==> src/rtl/sync_fifo_param.sv <==
// ----------------------------------------------------------------------------
// sync_fifo_param
//   Parametrised single-clock FIFO used as an elastic buffer between datapath
//   stages. Supports simultaneous read+write, exact occupancy count,
//   almost-full/almost-empty thresholds, sticky overflow/underflow flags and
//   a synchronous flush.
//
//   Build option: FIFO_FWFT_EN
//     defined   - first-word fall-through: dataOut shows the head word
//                 combinationally, VALID = !EMPTY, RD pops the shown word.
//     undefined - standard mode: one-cycle registered read; dataOut/VALID
//                 update the cycle after an accepted read.
//
// Ports
//   Clk           clock, rising edge
//   Rst_n         asynchronous active-low reset
//   EN            global enable (0 = hold all state)
//   Clr           synchronous flush, qualified by EN, priority over RD/WR
//   WR / dataIn   write request / write data
//   RD            read request (pop)
//   dataOut       read data
//   VALID         dataOut holds a valid word
//   EMPTY, FULL, ALMOST_EMPTY, ALMOST_FULL   registered occupancy flags
//   Count         occupancy, 0..DEPTH
//   OVF / UDF     sticky overflow / underflow
// ----------------------------------------------------------------------------
module sync_fifo_param #(
    parameter int WIDTH     = 32,
    parameter int DEPTH     = 8,
    parameter int AF_MARGIN = 1,
    parameter int AE_MARGIN = 1
) (
    input  logic                     Clk,
    input  logic                     Rst_n,
    input  logic                     EN,
    input  logic                     Clr,
    input  logic                     WR,
    input  logic [WIDTH-1:0]         dataIn,
    input  logic                     RD,
    output logic [WIDTH-1:0]         dataOut,
    output logic                     VALID,
    output logic                     EMPTY,
    output logic                     FULL,
    output logic                     ALMOST_EMPTY,
    output logic                     ALMOST_FULL,
    output logic [$clog2(DEPTH):0]   Count,
    output logic                     OVF,
    output logic                     UDF
);

    localparam int AW = $clog2(DEPTH);
    localparam int CW = AW + 1;

    localparam logic [CW-1:0] FULL_LEVEL = CW'(DEPTH);
    localparam logic [CW-1:0] AF_LEVEL   = CW'(DEPTH - AF_MARGIN);
    localparam logic [CW-1:0] AE_LEVEL   = CW'(AE_MARGIN);

    logic [WIDTH-1:0] mem [DEPTH];

    logic [CW-1:0] wr_ptr_q, wr_ptr_d;
    logic [CW-1:0] rd_ptr_q, rd_ptr_d;
    logic [CW-1:0] count_q,  count_d;
    logic          empty_q,  empty_d;
    logic          full_q,   full_d;
    logic          ae_q,     ae_d;
    logic          af_q,     af_d;
    logic          ovf_q,    ovf_d;
    logic          udf_q,    udf_d;

    logic          clr_go;
    logic          rd_ok;
    logic          wr_ok;
    logic [WIDTH-1:0] head_word;

    // Accept logic. A write into a full FIFO is allowed when a read frees a
    // slot in the same cycle; flush suppresses both operations and all flags.
    always_comb begin
        clr_go = EN & Clr;
        rd_ok  = EN & ~Clr & RD & ~empty_q;
        wr_ok  = EN & ~Clr & WR & (~full_q | rd_ok);

        if (clr_go) begin
            wr_ptr_d = '0;
            rd_ptr_d = '0;
        end else begin
            wr_ptr_d = wr_ptr_q + CW'(wr_ok);
            rd_ptr_d = rd_ptr_q + CW'(rd_ok);
        end

        // Wrap bit makes the difference exact across 0..DEPTH.
        count_d = wr_ptr_d - rd_ptr_d;

        empty_d = (count_d == '0);
        full_d  = (count_d == FULL_LEVEL);
        ae_d    = (count_d <= AE_LEVEL);
        af_d    = (count_d >= AF_LEVEL);

        if (clr_go) begin
            ovf_d = 1'b0;
            udf_d = 1'b0;
        end else begin
            ovf_d = ovf_q | (EN & WR & full_q & ~rd_ok);
            udf_d = udf_q | (EN & RD & empty_q);
        end

        head_word = mem[rd_ptr_q[AW-1:0]];
    end

    always_ff @(posedge Clk or negedge Rst_n) begin
        if (!Rst_n) begin
            wr_ptr_q <= '0;
            rd_ptr_q <= '0;
            count_q  <= '0;
            empty_q  <= 1'b1;
            full_q   <= 1'b0;
            ae_q     <= 1'b1;
            af_q     <= 1'b0;
            ovf_q    <= 1'b0;
            udf_q    <= 1'b0;
        end else begin
            wr_ptr_q <= wr_ptr_d;
            rd_ptr_q <= rd_ptr_d;
            count_q  <= count_d;
            empty_q  <= empty_d;
            full_q   <= full_d;
            ae_q     <= ae_d;
            af_q     <= af_d;
            ovf_q    <= ovf_d;
            udf_q    <= udf_d;
        end
    end

    // Storage is not reset.
    always_ff @(posedge Clk) begin
        if (wr_ok) begin
            mem[wr_ptr_q[AW-1:0]] <= dataIn;
        end
    end

`ifdef FIFO_FWFT_EN
    assign dataOut = head_word;
    assign VALID   = ~empty_q;
`else
    logic [WIDTH-1:0] dout_q, dout_d;
    logic             valid_q, valid_d;

    // VALID pulses for exactly one cycle per accepted read; dataOut holds.
    always_comb begin
        dout_d  = dout_q;
        valid_d = rd_ok;
        if (clr_go) begin
            dout_d = '0;
        end else if (rd_ok) begin
            dout_d = head_word;
        end
    end

    always_ff @(posedge Clk or negedge Rst_n) begin
        if (!Rst_n) begin
            dout_q  <= '0;
            valid_q <= 1'b0;
        end else begin
            dout_q  <= dout_d;
            valid_q <= valid_d;
        end
    end

    assign dataOut = dout_q;
    assign VALID   = valid_q;
`endif

    assign EMPTY        = empty_q;
    assign FULL         = full_q;
    assign ALMOST_EMPTY = ae_q;
    assign ALMOST_FULL  = af_q;
    assign Count        = count_q;
    assign OVF          = ovf_q;
    assign UDF          = udf_q;

endmodule

==> config.mk <==
export PLATFORM = sky130hd
export DESIGN_NAME = sync_fifo_param
export DESIGN_NICKNAME = d
export VERILOG_FILES = /design/src/rtl/sync_fifo_param.sv
export SDC_FILE = /design/constraint.sdc
export NUM_CORES = 1
export LEC_CHECK = 0
export ABC_CLOCK_PERIOD_IN_PS = 5100
export BUFFER_PORTS_ARGS = -buffer_cell sky130_fd_sc_hd__buf_2
export CAP_MARGIN = 0
export CORE_ASPECT_RATIO = 0.75
export CORE_MARGIN = 5
export CORE_UTILIZATION = 60
export CTS_CLUSTER_SIZE = 25
export DETAILED_ROUTE_END_ITERATION = 6
export GPL_ROUTABILITY_DRIVEN = 0
export GPL_TIMING_DRIVEN = 0
export PLACE_DENSITY = 0.76
export REMOVE_ABC_BUFFERS = 1
export SLEW_MARGIN = 20
export SYNTH_ARGS = -nofsm -noshare
export SYNTH_HDL_FRONTEND = slang
export SYNTH_SLANG_ARGS = --single-unit
==> constraint.sdc <==
create_clock -name Clk -period 5.1 [get_ports Clk]
set_input_delay 1.53 -clock Clk [delete_from_list [all_inputs] [get_ports Clk]]
set_output_delay 1.53 -clock Clk [all_outputs]
set_load 0.02 [all_outputs]
==> results.md, run 1 <==
- The run finished with clean final reports.
- The switching power of the nets is 1.409 mW.
- For this design, the sink count on the clock tree is 307.
- The critical path depth in cells is 12.
- The die span in x is 171.1 um.
- STA puts the critical path data arrival time at 4080 ps.
- For this block, the routed nets add up to 24360 um of wire.
- The iteration count of the initial detailed-routing pass is 5.
- Clock skew on the completed layout was measured at 8.111 ps.
- The share of power burned in combinational logic is 13.3%.
- The post-layout net count is 788.
- The cell internal power dissipation is 4.412 mW.
- Of all flip-flops after synthesis, the portion carrying an async set or reset was 16.61%.
- In this run the number of H-tree levels came out at 1.
- The count of buffers inserted at the top-level ports is 80.
- The largest area contributor in the netlist is sky130_fd_sc_hd__edfxtp_1.
- The via count of the first global-routing pass is 6551.
- The placed instance count is 965.
- The buffer type at the clock tree root is sky130_fd_sc_hd__clkbuf_16.
- Traced cell by cell, the critical path runs through buf_2 > nand2_1 > a211oi_1 > ha_1 > ha_1 > nand2_1 > inv_1 > ha_1 > a21o_1 > a21oi_1 > xor3_2 > and4_1.
- The number of synthesized flops with an enable pin is 256.
- Row generation in the floorplan step produced 44 rows.
- Dividing the detail-routed wire length by the instance count gives 23.95 um.
- The detailed-route DRC error count is 0.
- From synthesis to final layout, the design area changed by 17.49%.
- The total placed instance area is 0.01279 mm2.
- After detailed routing, the number of vias per cell comes to 6.120.
- The post-synthesis register bit count is 307.
- The cell count after synthesis came out at 635.
- In this run the tightest slew margin relative to its limit is 45.79%.
- In this run, post-CTS hold repair placed 0 buffers.
- The data required time at the worst endpoint is 5520 ps.
- Fill cells in the final layout number 1198.
- The clock passes through at most 3 buffers.
- The standard cell with the maximum stage delay on the critical path is sky130_fd_sc_hd__a211oi_1.
- The number of endpoints failing setup at the final stage is 0.
- At the pin with the least slew margin, the transition time is 813.2 ps.
- The core region area is 0.01927 mm2.
- The critical path's most frequent cell is sky130_fd_sc_hd__ha_1.
- The clock network fraction of design power is 36.3%.
- The ratio of final minimum period to clock period is 71.78%.
- The part of the Yosys area used for sequential elements is 76.76%.
- The wire length of the first global-routing pass is 37470 um.
- The start-to-end type of the worst setup path is input pin to flip-flop.
- The achievable clock frequency is 273.2 MHz.
- The met3 wirelength from detailed routing is 1606 um.
- Clock-pin slew was measured on the worst setup and hold paths at 60 ps.
- For this run, the slowest stage of the critical path takes 420 ps.
- The number of max-cap violations is 0.
- Gates resized during post-CTS repair numbered 0.
- Detailed routing inserted a total of 6224 vias.
- Cells fill 71.23% of the core in the end.
- The detailed router finished its first iteration with 504 violations.
- STA classifies the critical path startpoint as an input pin.
- The area share of the largest cell type after synthesis is 65.81%.
- For this design the top-level I/O count stands at 81.
- The detailed router put a total of 10040 um of wire on met1.
- The final global-route overflow total is 0.
- The kind of cell with the highest combined delay on the critical path is adder cells.
- The leakage power figure is 4.732 nW.
- A synthesized cell averages 18.40 um2.
- Once detail routing completed, the nets flagged for antenna violations numbered 0.
- For this configuration, the core starts out at a cell density of 60.62%.
- The worst vdd rail ir drop is 0.0003038 V.
- The total length of routed met2 wires is 12050 um.
- The most used flip-flop cell after synthesis is sky130_fd_sc_hd__edfxtp_1.
- The number of unique standard cell types used by synthesis is 37.
- The highest routing layer actually used is met5.
- The final number of max-transition violations was 0.
- The maximum number of pins on one net before global-route repair is 52.
- At the later pin of the worst-skew pair, clock insertion delay measures 530 ps.
- Once detailed placement completed, the half-perimeter wirelength came to 15160 um.
- The number of buffer and inverter instances along the worst setup path is 2.
- The die outline area is 0.02239 mm2.
- The aggregate global-route resource usage is 22.23%.
- The count of cells along the worst hold path is 1.
- Sorting the synthesized cells by area gives the leading types as sky130_fd_sc_hd__edfxtp_1 (66%), sky130_fd_sc_hd__mux2i_1 (11%), sky130_fd_sc_hd__dfrtp_1 (10%).
- TritonCTS built the clock tree.
- Summing all non-filler instances in the final layout gives an area of 0.01372 mm2.
- The post-route netlist has 23.17% of its cells at a drive strength greater than 1.
- The count of endpoints failing hold in the final timing report is 0.
- The height of the die is 130.8 um.
- TritonCTS created 28 clock buffers.
- The endpoint class of the critical path is a flip-flop.
- Dividing total power by cell area gives a power density of 424.2 mW/mm2.
- Final hold analysis gives a worst-case slack of 492.6 ps.
- Along the worst path, the maximum fanout reaches 7.
- The part of the power in registers is 50.4%.
- The number of setup buffers added after CTS is 0.
- The switching part of the total is 24.21%.
- For this run, the number of Yosys warnings is 0.
- The post-layout minimum cycle time is 3661 ps.
- The worst hold path class is flip-flop to flip-flop.
- Setup repair after global routing left no endpoint under its margin.
- Leaving out filler cells and counting taps, the final layout contains 1017.
- In this run the cell area of the synthesized design comes to 0.01168 mm2.
- The antenna cell count is 0.
- The initial antenna violation count is 3.
- The worst reg2reg path depth is 11.
[per-stage QoR]
stage	setup TNS (ps)	power, mW	worst slack, ps
floorplan	-4711	3.456	-824.6
global placement	-389390	3.726	-2525
detailed placement	0	3.757	965.5
CTS	0	5.854	1439
global route	0	6.030	1288
finish	0	5.822	1439
[power groups by stage]
| stage | logic [mW] | registers (mW) | clock network (mW) |
|---|---|---|---|
| 2_1_floorplan | 0.352 | 3.10 | 0 |
| 3_3_place_gp | 0.717 | 3.01 | 0 |
| 3_5_place_dp | 0.773 | 2.98 | 0 |
| 4_1_cts | 0.777 | 2.94 | 2.14 |
| 5_1_grt | 0.829 | 2.95 | 2.26 |
| 6_report | 0.773 | 2.94 | 2.11 |
[Yosys cell counts (2+ instances only)]
master	count
sky130_fd_sc_hd__nor3b_2	2
sky130_fd_sc_hd__nor3b_1	2
sky130_fd_sc_hd__dfstp_2	2
sky130_fd_sc_hd__inv_1	9
sky130_fd_sc_hd__nor2b_1	2
sky130_fd_sc_hd__nand2_1	9
sky130_fd_sc_hd__ha_1	7
sky130_fd_sc_hd__mux2i_1	128
sky130_fd_sc_hd__nor2_1	8
sky130_fd_sc_hd__a32o_1	32
sky130_fd_sc_hd__xor2_1	4
sky130_fd_sc_hd__and2_1	2
sky130_fd_sc_hd__edfxtp_1	256
sky130_fd_sc_hd__dfrtp_1	49
sky130_fd_sc_hd__buf_2	13
sky130_fd_sc_hd__nor3_1	3
sky130_fd_sc_hd__nand3_1	2
sky130_fd_sc_hd__nand2b_1	3
sky130_fd_sc_hd__clkbuf_1	21
sky130_fd_sc_hd__a22oi_1	64
[logic make-up after synthesis]
family	synth area share, %
DFF	76.76
muxes	10.97
AOI/OAI and AO/OA	7.230
buffers and inverters	1.714
and+or+nand+nor	1.821
adders and majority gates	0.9211
xor gates and xnor gates	0.5891
[layout make-up]
| class | count | area, um2 | share of cell area [%] |
|---|---|---|---|
| inverter | 9 | 33.78 | 0.2461 |
| sequential | 307 | 8970 | 65.36 |
| tap | 253 | 316.6 | 2.307 |
| clock inverter | 16 | 175.2 | 1.276 |
| clock buffer | 36 | 762.0 | 5.552 |
| timing repair buffer | 114 | 878.3 | 6.400 |
| multi-input combinational | 282 | 2589 | 18.86 |
[path summary, 6_finish.rpt]
| check | endpoint | from | slack [ps] |
|---|---|---|---|
| max reg2reg | FULL | EMPTY | 2090 |
| min | dataOut[14] | dataOut[14] | 490 |
| min reg2reg | dataOut[14] | dataOut[14] | 490 |
| min in group asynchronous | dataOut[18] | Rst_n | 1080 |
| max in group asynchronous | rd_ptr_q[1] | Rst_n | 3390 |
| max | FULL | EN | 1440 |
[placed cells by master (no fill, tap or decap), types with 5 or more instances in the layout]
cell type | netlist | final
sky130_fd_sc_hd__nand2_1 | 9 | 8
sky130_fd_sc_hd__a22oi_1 | 64 | 64
sky130_fd_sc_hd__nor2_1 | 8 | 5
sky130_fd_sc_hd__buf_12 | 0 | 7
sky130_fd_sc_hd__buf_6 | 1 | 8
sky130_fd_sc_hd__a32o_1 | 32 | 32
sky130_fd_sc_hd__dfrtp_1 | 49 | 48
sky130_fd_sc_hd__inv_1 | 9 | 8
sky130_fd_sc_hd__buf_4 | 1 | 13
sky130_fd_sc_hd__clkinv_2 | 0 | 8
sky130_fd_sc_hd__ha_1 | 7 | 7
sky130_fd_sc_hd__clkbuf_1 | 21 | 6
sky130_fd_sc_hd__mux2i_1 | 128 | 128
sky130_fd_sc_hd__edfxtp_1 | 256 | 256
sky130_fd_sc_hd__buf_2 | 13 | 79
sky130_fd_sc_hd__clkbuf_16 | 0 | 29
[routing by layer]
layer	GRT usage, %	vias up
li1	-	2767
met1	30.45	3182
met2	37.19	213
met3	4.331	56
met4	6.381	6
met5	0	-
[registers in the layout, summed over array words and instances, names as in the netlist]
register,count
FULL,1
mem,256
VALID,1
ALMOST_FULL,1
Count,4
dataOut,32
ALMOST_EMPTY,1
wr_ptr_q,4
rd_ptr_q,4
UDF,1
EMPTY,1
OVF,1
Note: power is estimated with default switching activity, not from simulation.
==> run 2: changes to the inputs <==
--- a/config.mk
+++ b/config.mk
@@ -5,17 +5,18 @@
 export SDC_FILE = /design/constraint.sdc
 export NUM_CORES = 1
 export LEC_CHECK = 0
-export ABC_CLOCK_PERIOD_IN_PS = 5100
+export ABC_AREA = 1
+export ABC_CLOCK_PERIOD_IN_PS = 3200
 export BUFFER_PORTS_ARGS = -buffer_cell sky130_fd_sc_hd__buf_2
 export CAP_MARGIN = 0
 export CORE_ASPECT_RATIO = 0.75
 export CORE_MARGIN = 5
-export CORE_UTILIZATION = 60
+export CORE_UTILIZATION = 54
 export CTS_CLUSTER_SIZE = 25
 export DETAILED_ROUTE_END_ITERATION = 6
 export GPL_ROUTABILITY_DRIVEN = 0
 export GPL_TIMING_DRIVEN = 0
-export PLACE_DENSITY = 0.76
+export PLACE_DENSITY = 0.72
 export REMOVE_ABC_BUFFERS = 1
 export SLEW_MARGIN = 20
 export SYNTH_ARGS = -nofsm -noshare
==> constraint.sdc (replaced) <==
create_clock -name Clk -period 3.2 [get_ports Clk]
set_input_delay 0.96 -clock Clk [delete_from_list [all_inputs] [get_ports Clk]]
set_output_delay 0.96 -clock Clk [all_outputs]
set_load 0.02 [all_outputs]
==> run 2 against run 1 <==
Against the previous run: routed wire length is 8.9% higher; sequential share of layout area is 0.91 points lower; final cell count up 30%; count of clock-buffer cells in the layout grew 1; total power increased by 69%; critical path type unchanged.
==> results.md, run 2 <==
- Of the synthesized area, sequential elements account for 74.54%.
- In this run, synthesis inferred 256 flip-flops with an integrated enable.
- The switching part of the total is 27.13%.
- The startpoint identified for the worst register-to-register timing path is EMPTY.
- The count of mapped cells out of synthesis is 935.
- The initialized floorplan defines 47 standard-cell rows.
- The commonest cells after synthesis are sky130_fd_sc_hd__edfxtp_1 (256), sky130_fd_sc_hd__nor2_1 (206), sky130_fd_sc_hd__o21ai_0 (113).
- In the layout the commonest cells are sky130_fd_sc_hd__edfxtp_1 (256), sky130_fd_sc_hd__nor2_1 (198), sky130_fd_sc_hd__o21ai_0 (113).
- The total placed instance area is 0.01292 mm2.
- The worst vdd rail ir drop is 0.0004712 V.
- In the global route stage, overall resource usage came out at 20.76%.
- The startpoint identified for the worst hold timing path is dataOut[28].
- The I/O pin total is 81.
- The data required time at the worst endpoint is 3640 ps.
- The data arrival time of the critical path is 3470 ps.
- The finished cells cover 0.01393 mm2.
- The run finished with clean final reports.
- The post-synthesis register bit count is 307.
- The synthesized area per cell is 12.87 um2.
- The total power density per cell area is 704.9 mW/mm2.
- The area share of the largest cell type after synthesis is 63.91%.
- The most used flip-flop cell after synthesis is sky130_fd_sc_hd__edfxtp_1.
- The setup TNS is 0 ps.
- In this run the power spent charging and discharging nets is 2.663 mW.
- During placement, the flow inserted port buffers numbering 80.
- The total detailed-routing wirelength is 26520 um.
- The largest area contributor in the netlist is sky130_fd_sc_hd__edfxtp_1.
- In the final routed layout, each cell accounts on average for 20.04 um.
- The post-synthesis cell area is 0.01203 mm2.
- After synthesis, the share of flip-flops with an asynchronous set or reset is 16.61%.
- The floorplan step set the die width to 182.3 um.
- In this run, CTS created clock tree buffers numbering 29.
- The first global-routing pass estimated 41740 um of wire.
- Setup repair after global routing left no endpoint under its margin.
- After clock tree synthesis, the clock-pin slew on the worst setup and hold paths is 60 ps.
- Setup violations remaining at the end of the flow were counted as 0.
- The count of endpoints failing hold in the final timing report is 0.
- For this block, the via count after detailed routing is 7514.
- The path class of the tightest hold or removal check is flip-flop to flip-flop.
- The most frequent standard cell in the layout excluding fill and tap cells is sky130_fd_sc_hd__edfxtp_1.
- The initial antenna violation count is 2.
- The post-route netlist has 16.03% of its cells at a drive strength greater than 1.
- Static timing analysis puts the maximum clock frequency at 329.7 MHz.
- The area growth from synthesis to layout is 15.77%.
- The iteration count of the initial detailed-routing pass is 5.
- Across all hold checks on the routed design, the worst slack comes to 473.2 ps.
- Between clock sinks in the finished design, the worst skew comes to 7.945 ps.
- Yosys attributes the largest share of cell area to sky130_fd_sc_hd__edfxtp_1 (64%), sky130_fd_sc_hd__dfrtp_1 (10%), sky130_fd_sc_hd__nor2_1 (6.4%).
- The ratio of final minimum period to clock period is 94.78%.
- The clock network fraction of design power is 36.2%.
- STA classifies the critical path startpoint as an input pin.
- The actual transition at the worst max-transition pin is 802.5 ps.
- The post-synthesis xor/xnor area fraction is 0%.
- The worst slew margin relative to its limit is 46.42%.
- TritonCTS built the clock tree.
- The leakage power figure is 5.127 nW.
- The quantity of hold-fixing buffers added after cts is 0.
- After the last flow step, the layout net total stands at 1052.
- In this run the worst path has a maximum fanout of 18.
- The start-to-end type of the worst setup path is input pin to flip-flop.
- Yosys instantiated no cell more often than sky130_fd_sc_hd__edfxtp_1.
- The area share of and/or/nand/nor cells after synthesis is 11.37%.
- The floorplan step defined a die boundary enclosing 0.02539 mm2.
- The depth of the CTS H-tree is 1.
- 0 antenna diodes ended up in the layout.
- After detailed routing, the number of vias per cell comes to 5.680.
- The register with the most flip-flops in the layout has 256 of them.
- The number of unique standard cell types used by synthesis is 30.
- Entering global routing, the biggest net connects 85 pins.
- In this run, flip-flops and latches consume 48.2% of the power.
- The endpoint class of the critical path is a flip-flop.
- In the routed design, unresolved DRC markers number 0.
- The final number of max-transition violations is 0.
- For this run, the number of Yosys warnings is 0.
- The share of power burned in combinational logic is 15.5%.
- The launching instance or port of the critical path is EN.
- The post-layout minimum cycle time is 3033 ps.
- The compound-gate portion of the synthesized area is 9.715%.
- The clock insertion delay at the later pin of the skew report is 540 ps.
- For this run the aggregate overflow at the end of global routing stands at 0.
- For this design, the sink count on the clock tree is 307.
- The number of buffers between clock root and the deepest sink is 3.
- The count of nets left with antenna violations after detail routing is 0.
- Max-cap violations in this run came to 0.
- In this run the clock root is driven by a sky130_fd_sc_hd__clkbuf_16.
- The number of non-filler instances in the completed layout is 1323.
- The cell internal power dissipation is 7.154 mW.
- Of the total synthesized cell area, the portion taken by full adders, half adders and majority gates is 0.8945%.
- The initial core utilization is 54.69%.
- After synthesis, the largest family of logic cells by area is simple AND/OR/NAND/NOR gates.
- The total half-perimeter wirelength after legalization and detailed placement is 14530 um.
- In the synthesized netlist, mux cells make up 0% of the area.
- The via count of the first global-routing pass was 7472.
- After the first detailed-routing iteration, the DRC count stood at 708.
- Once placement completed, the tool counted placed cells totaling 1268.
- From bottom edge to top edge, the die measures 139.3 um.
- The core region area is 0.02199 mm2.
- The utilization of the core after routing is 63.32%.
[run 2: cell types whose count changed in the layout (fill, tap and decap cells not counted), sizes merged, moves of 4 or more]
| cell | delta |
|---|---|
| nor2 | +200 |
| o21ai | +130 |
| mux2i | -128 |
| nand2 | +77 |
| a22oi | -64 |
| o211ai | +64 |
| nand3 | +38 |
| a32o | -32 |
| buf | -19 |
| inv | +16 |
| a21oi | +4 |
| xor2 | -4 |
[run 2: what timing repair did]
item / CTS / global route
resized for setup: 0 / 0
setup endpoints to repair: 5 / 0
endpoints found under the hold margin: 0 / 0
setup buffers: 1 / 0
[run 2: power groups by stage]
stage | logic [mW] | registers (mW) | clock network, mW
floorplan | 0.712 | 5.00 | 0
global placement | 1.33 | 4.90 | 0
detailed placement | 1.51 | 4.81 | 0
CTS | 1.54 | 4.74 | 3.61
global route | 1.69 | 4.77 | 3.79
finish | 1.52 | 4.74 | 3.56
[run 2: path summary, 6_finish.rpt]
path | to | slack (ps) | cells past startpoint
max reg2reg | FULL | 270 | 14
max | FULL | 170 | 15
min in group asynchronous | dataOut[19] | 490 | 1
max in group asynchronous | rd_ptr_q[1] | 2140 | 1
min | dataOut[28] | 470 | 2
min reg2reg | dataOut[28] | 470 | 2
[run 2: layout make-up]
type                       count  area [um2]
sequential                   307        8975
fill                        1613        8068
multi-input combinational    550        2709
clock buffer                  37       805.8
timing repair buffer          95       780.7
tap                          294       367.9
clock inverter                17       196.4
inverter                      23       91.34
[run 2: per-stage QoR]
stage               setup WS [ps]  total power, mW
floorplan                  -776.9            5.713
global placement            -3913            6.230
detailed placement         -769.5            6.325
CTS                         176.9            9.880
global route                49.60            10.25
finish                      167.1            9.816
[run 2: critical path, cell delays in order]
cell	delay (ps)
sky130_fd_sc_hd__buf_2	120
sky130_fd_sc_hd__nand3b_1	160
sky130_fd_sc_hd__nor2_4	210
sky130_fd_sc_hd__buf_16	190
sky130_fd_sc_hd__ha_1	220
sky130_fd_sc_hd__ha_1	190
sky130_fd_sc_hd__nor2_1	60
sky130_fd_sc_hd__nor3_1	250
sky130_fd_sc_hd__inv_1	70
sky130_fd_sc_hd__ha_1	320
sky130_fd_sc_hd__a21oi_1	130
sky130_fd_sc_hd__nand2_1	90
sky130_fd_sc_hd__nand3_1	100
sky130_fd_sc_hd__nand3_1	160
sky130_fd_sc_hd__a21oi_1	260
[run 2: cell families (layout without fill, tap and decap cells)]
logic type / after synthesis / count (layout)
and+or+nand+nor: 342 / 342
DFF: 307 / 307
AOI/OAI and AO/OA: 200 / 200
buffers and inverters: 78 / 172
adders and majority gates: 8 / 8
[run 2: per-layer routing]
layer	GRT usage (%)	vias to the layer above	wire length, um
met1	29.93	3734	11560
met3	3.600	43	1531
li1	-	3500	-
met2	33.87	233	12930
met4	4.382	4	467
met5	0	-	25
==> run 3: changes to the inputs <==
--- a/config.mk
+++ b/config.mk
@@ -16,7 +16,7 @@
 export DETAILED_ROUTE_END_ITERATION = 6
 export GPL_ROUTABILITY_DRIVEN = 0
 export GPL_TIMING_DRIVEN = 0
-export PLACE_DENSITY = 0.72
+export PLACE_DENSITY = 0.84
 export REMOVE_ABC_BUFFERS = 1
 export SLEW_MARGIN = 20
 export SYNTH_ARGS = -nofsm -noshare
==> run 3 against run 2 <==
Against the previous run: global-route usage shrank 0.68 points; core utilization shrank 0.64 points; combinational power is essentially flat; largest power group unchanged; critical path type is now flip-flop to flip-flop.
==> results.md, run 3 (synthesized netlist as in run 2, its figures left out) <==
- The run finished with clean final reports.
- The floorplan step defined a die boundary enclosing 0.02539 mm2.
- Among the stages of the critical path, the cell type that occurs most often is sky130_fd_sc_hd__ha_1.
- In the layout the commonest cells are sky130_fd_sc_hd__edfxtp_1 (256), sky130_fd_sc_hd__nor2_1 (198), sky130_fd_sc_hd__o21ai_0 (113).
- The data required time at the worst endpoint is 3630 ps.
- At the pin with the least slew margin, the transition time is 810.4 ps.
- The total power density per cell area is 681.6 mW/mm2.
- The endpoint class of the critical path is a flip-flop.
- After the first detailed-routing iteration, the DRC count stood at 721.
- Setup repair after global routing left no endpoint under its margin.
- Global routing used 20.08% of the available tracks across all layers.
- The switching power of the nets is 2.570 mW.
- In this run switching power makes up 27.35% of total power.
- The maximum number of pins on one net before global-route repair is 79.
- The die is 182.3 um wide.
- Along the worst path, the maximum fanout reaches 59.
- STA puts the critical path data arrival time at 3380 ps.
- Measured against its own limit, the worst slew margin works out to 45.97%.
- TritonCTS built the clock tree.
- The post-layout minimum cycle time is 2946 ps.
- The startpoint type of the worst setup path is a flip-flop.
- The quantity of gates resized following cts is 0.
- The final layout contains routed wiring with a total length of 25170 um.
- The clock tree skew after final layout is 12.25 ps.
- After detailed routing, the number of remaining DRC violations is 0.
- The total half-perimeter wirelength after legalization and detailed placement is 14300 um.
- The cell sitting at the root of the clock tree is a sky130_fd_sc_hd__clkbuf_16.
- The count of cells along the worst hold path is 2.
- Dividing the detail-routed wire length by the instance count gives 19.04 um.
- The total area inside the core boundary comes to 0.02199 mm2.
- Summing over every cut layer, the via total after detailed routing is 7452.
- VDD sags by at most 0.0004465 V.
- Across all hold checks on the routed design, the worst slack comes to 471.5 ps.
- Once detail routing completed, the nets flagged for antenna violations numbered 0.
- After clock tree synthesis, the clock-pin slew on the worst setup and hold paths is 60 ps.
- The initial antenna violation count was 5.
- For this design the static power due to leakage is 5.055 nW.
- The tightest min-delay check is of the flip-flop to flip-flop type.
- The initial core utilization is 54.69%.
- The internal portion of the total power is 6.827 mW.
- The via count of the first global-routing pass was 7586.
- The share of power burned in combinational logic is 16.0%.
- The delay of the slowest cell on the worst path is 850 ps.
- The clock reaches the later pin of the worst-skew pair after 530 ps.
- The total number of clock tree sinks is 307.
- The number of core rows is 47.
- The post-route cell area is 0.01379 mm2.
- Summed over all layers, the global routing overflow is 0.
- The clock passes through at most 3 buffers.
- The count of endpoints failing hold in the final timing report is 0.
- The register with the most flip-flops in the layout has 256 of them.
- Using the TritonRoute via totals, the vias-per-cell ratio works out to 5.637.
- The area growth from synthesis to layout is 14.60%.
- In this run the count of I/O pins placed on the die edge is 81.
- Leaving out fill and tap cells, the most frequent cell in the layout is sky130_fd_sc_hd__edfxtp_1.
- Summing all placed instances gives a cell area of 0.01287 mm2.
- Port buffering added 80 buffers.
- The achievable clock frequency is 339.5 MHz.
- The fraction of final layout cells with drive strength greater than 1 is 16.05%.
- The first detailed-routing pass ran for 5 iterations.
- The clock network fraction of design power is 33.7%.
- The share of total power dissipated in sequential elements is 50.4%.
- The first global-routing pass estimated 40410 um of wire.
- The number of endpoints failing setup at the final stage is 0.
- The start-to-end type of the worst setup path is flip-flop to flip-flop.
- Together, buffers and inverters on the worst path number 1.
- 0 antenna diodes ended up in the layout.
- Before CTS, the worst setup slack after placement is -1084 ps.
- The depth of the CTS H-tree is 1.
- The standard cell with the maximum stage delay on the critical path is sky130_fd_sc_hd__dfrtp_4.
- The post-layout net count is 1052.
- The critical path runs through a total of 11 cells.
- The floorplan step set the die height to 139.3 um.
- The critical path goes through ha_1 > ha_1 > nor2_1 > nor3_1 > inv_1 > ha_1 > a21oi_1 > nand2_1 > nand3_1 > nand3_1 > a21oi_1.
- The ratio of final minimum period to clock period is 92.06%.
- Broken down by cell family, the worst path's largest delay share belongs to flip-flops.
- The final number of max-transition violations was 0.
- For the worst flop-to-flop path, the logic depth is 11.
- Max-cap violations in this run came to 0.
- The number of clock buffers inserted by TritonCTS is 28.
- The setup slack of the critical path after layout is 254.1 ps.
## run 3: repair_timing
item	in CTS	in global routing
gates cloned	1	0
buffers inserted	1	1
endpoints found under the setup margin	6	5
pin swaps	1	1
hold buffers	0	0
## run 3: power groups by stage
stage / registers, mW / logic [mW] / clock network, mW
after floorplan: 5.00 / 0.712 / 0
after global placement: 4.89 / 1.30 / 0
after detailed placement: 4.81 / 1.48 / 0
after CTS: 4.73 / 1.50 / 3.20
after global routing: 4.77 / 1.68 / 3.39
final: 4.73 / 1.50 / 3.16
## run 3: cell type report
type | instances | area (um2)
multi-input combinational | 551 | 2720
clock inverter | 18 | 121.4
fill | 1516 | 8208
timing repair buffer | 95 | 745.7
sequential | 307 | 8975
inverter | 23 | 91.34
clock buffer | 34 | 764.5
tap | 294 | 367.9
## run 3: final timing paths
kind / endpoint / from / slack, ps
hold reg to reg: dataOut[24] / dataOut[24] / 470
setup reg to reg: FULL / rd_ptr_q[0] / 250
hold / removal: dataOut[24] / dataOut[24] / 470
min in group asynchronous: dataOut[29] / Rst_n / 490
setup / recovery: FULL / rd_ptr_q[0] / 250
max in group asynchronous: rd_ptr_q[1] / Rst_n / 2170
## run 3: stage by stage
step                TNS, ps  power (mW)  utilization, %  instances
floorplan            -49640       5.713               -        880
global placement    -511440       6.185           56.67       1254
detailed placement    -6515       6.289           58.53       1267
CTS                       0       9.436           62.62       1321
global route              0       9.842           62.68       1322
finish                    0       9.397           62.68       1322
## run 3: worst register-to-register path: cells and delay by family, from the launching register on
family	cells	cell delay, ps
AND/OR/NAND/NOR	5	720
adder cells (fa/ha/maj)	3	840
AO/OA/AOI/OAI	2	360
buffers and inverters	1	100
flip-flops	1	850
## run 3: per-layer routing
metal,vias up,global-route usage [%],part of all wire [%]
met1,3602,27.48,41
met4,10,5.369,2.0
li1,3489,-,-
met2,299,33.54,49
met3,52,3.887,7.2
met5,-,0,0.27
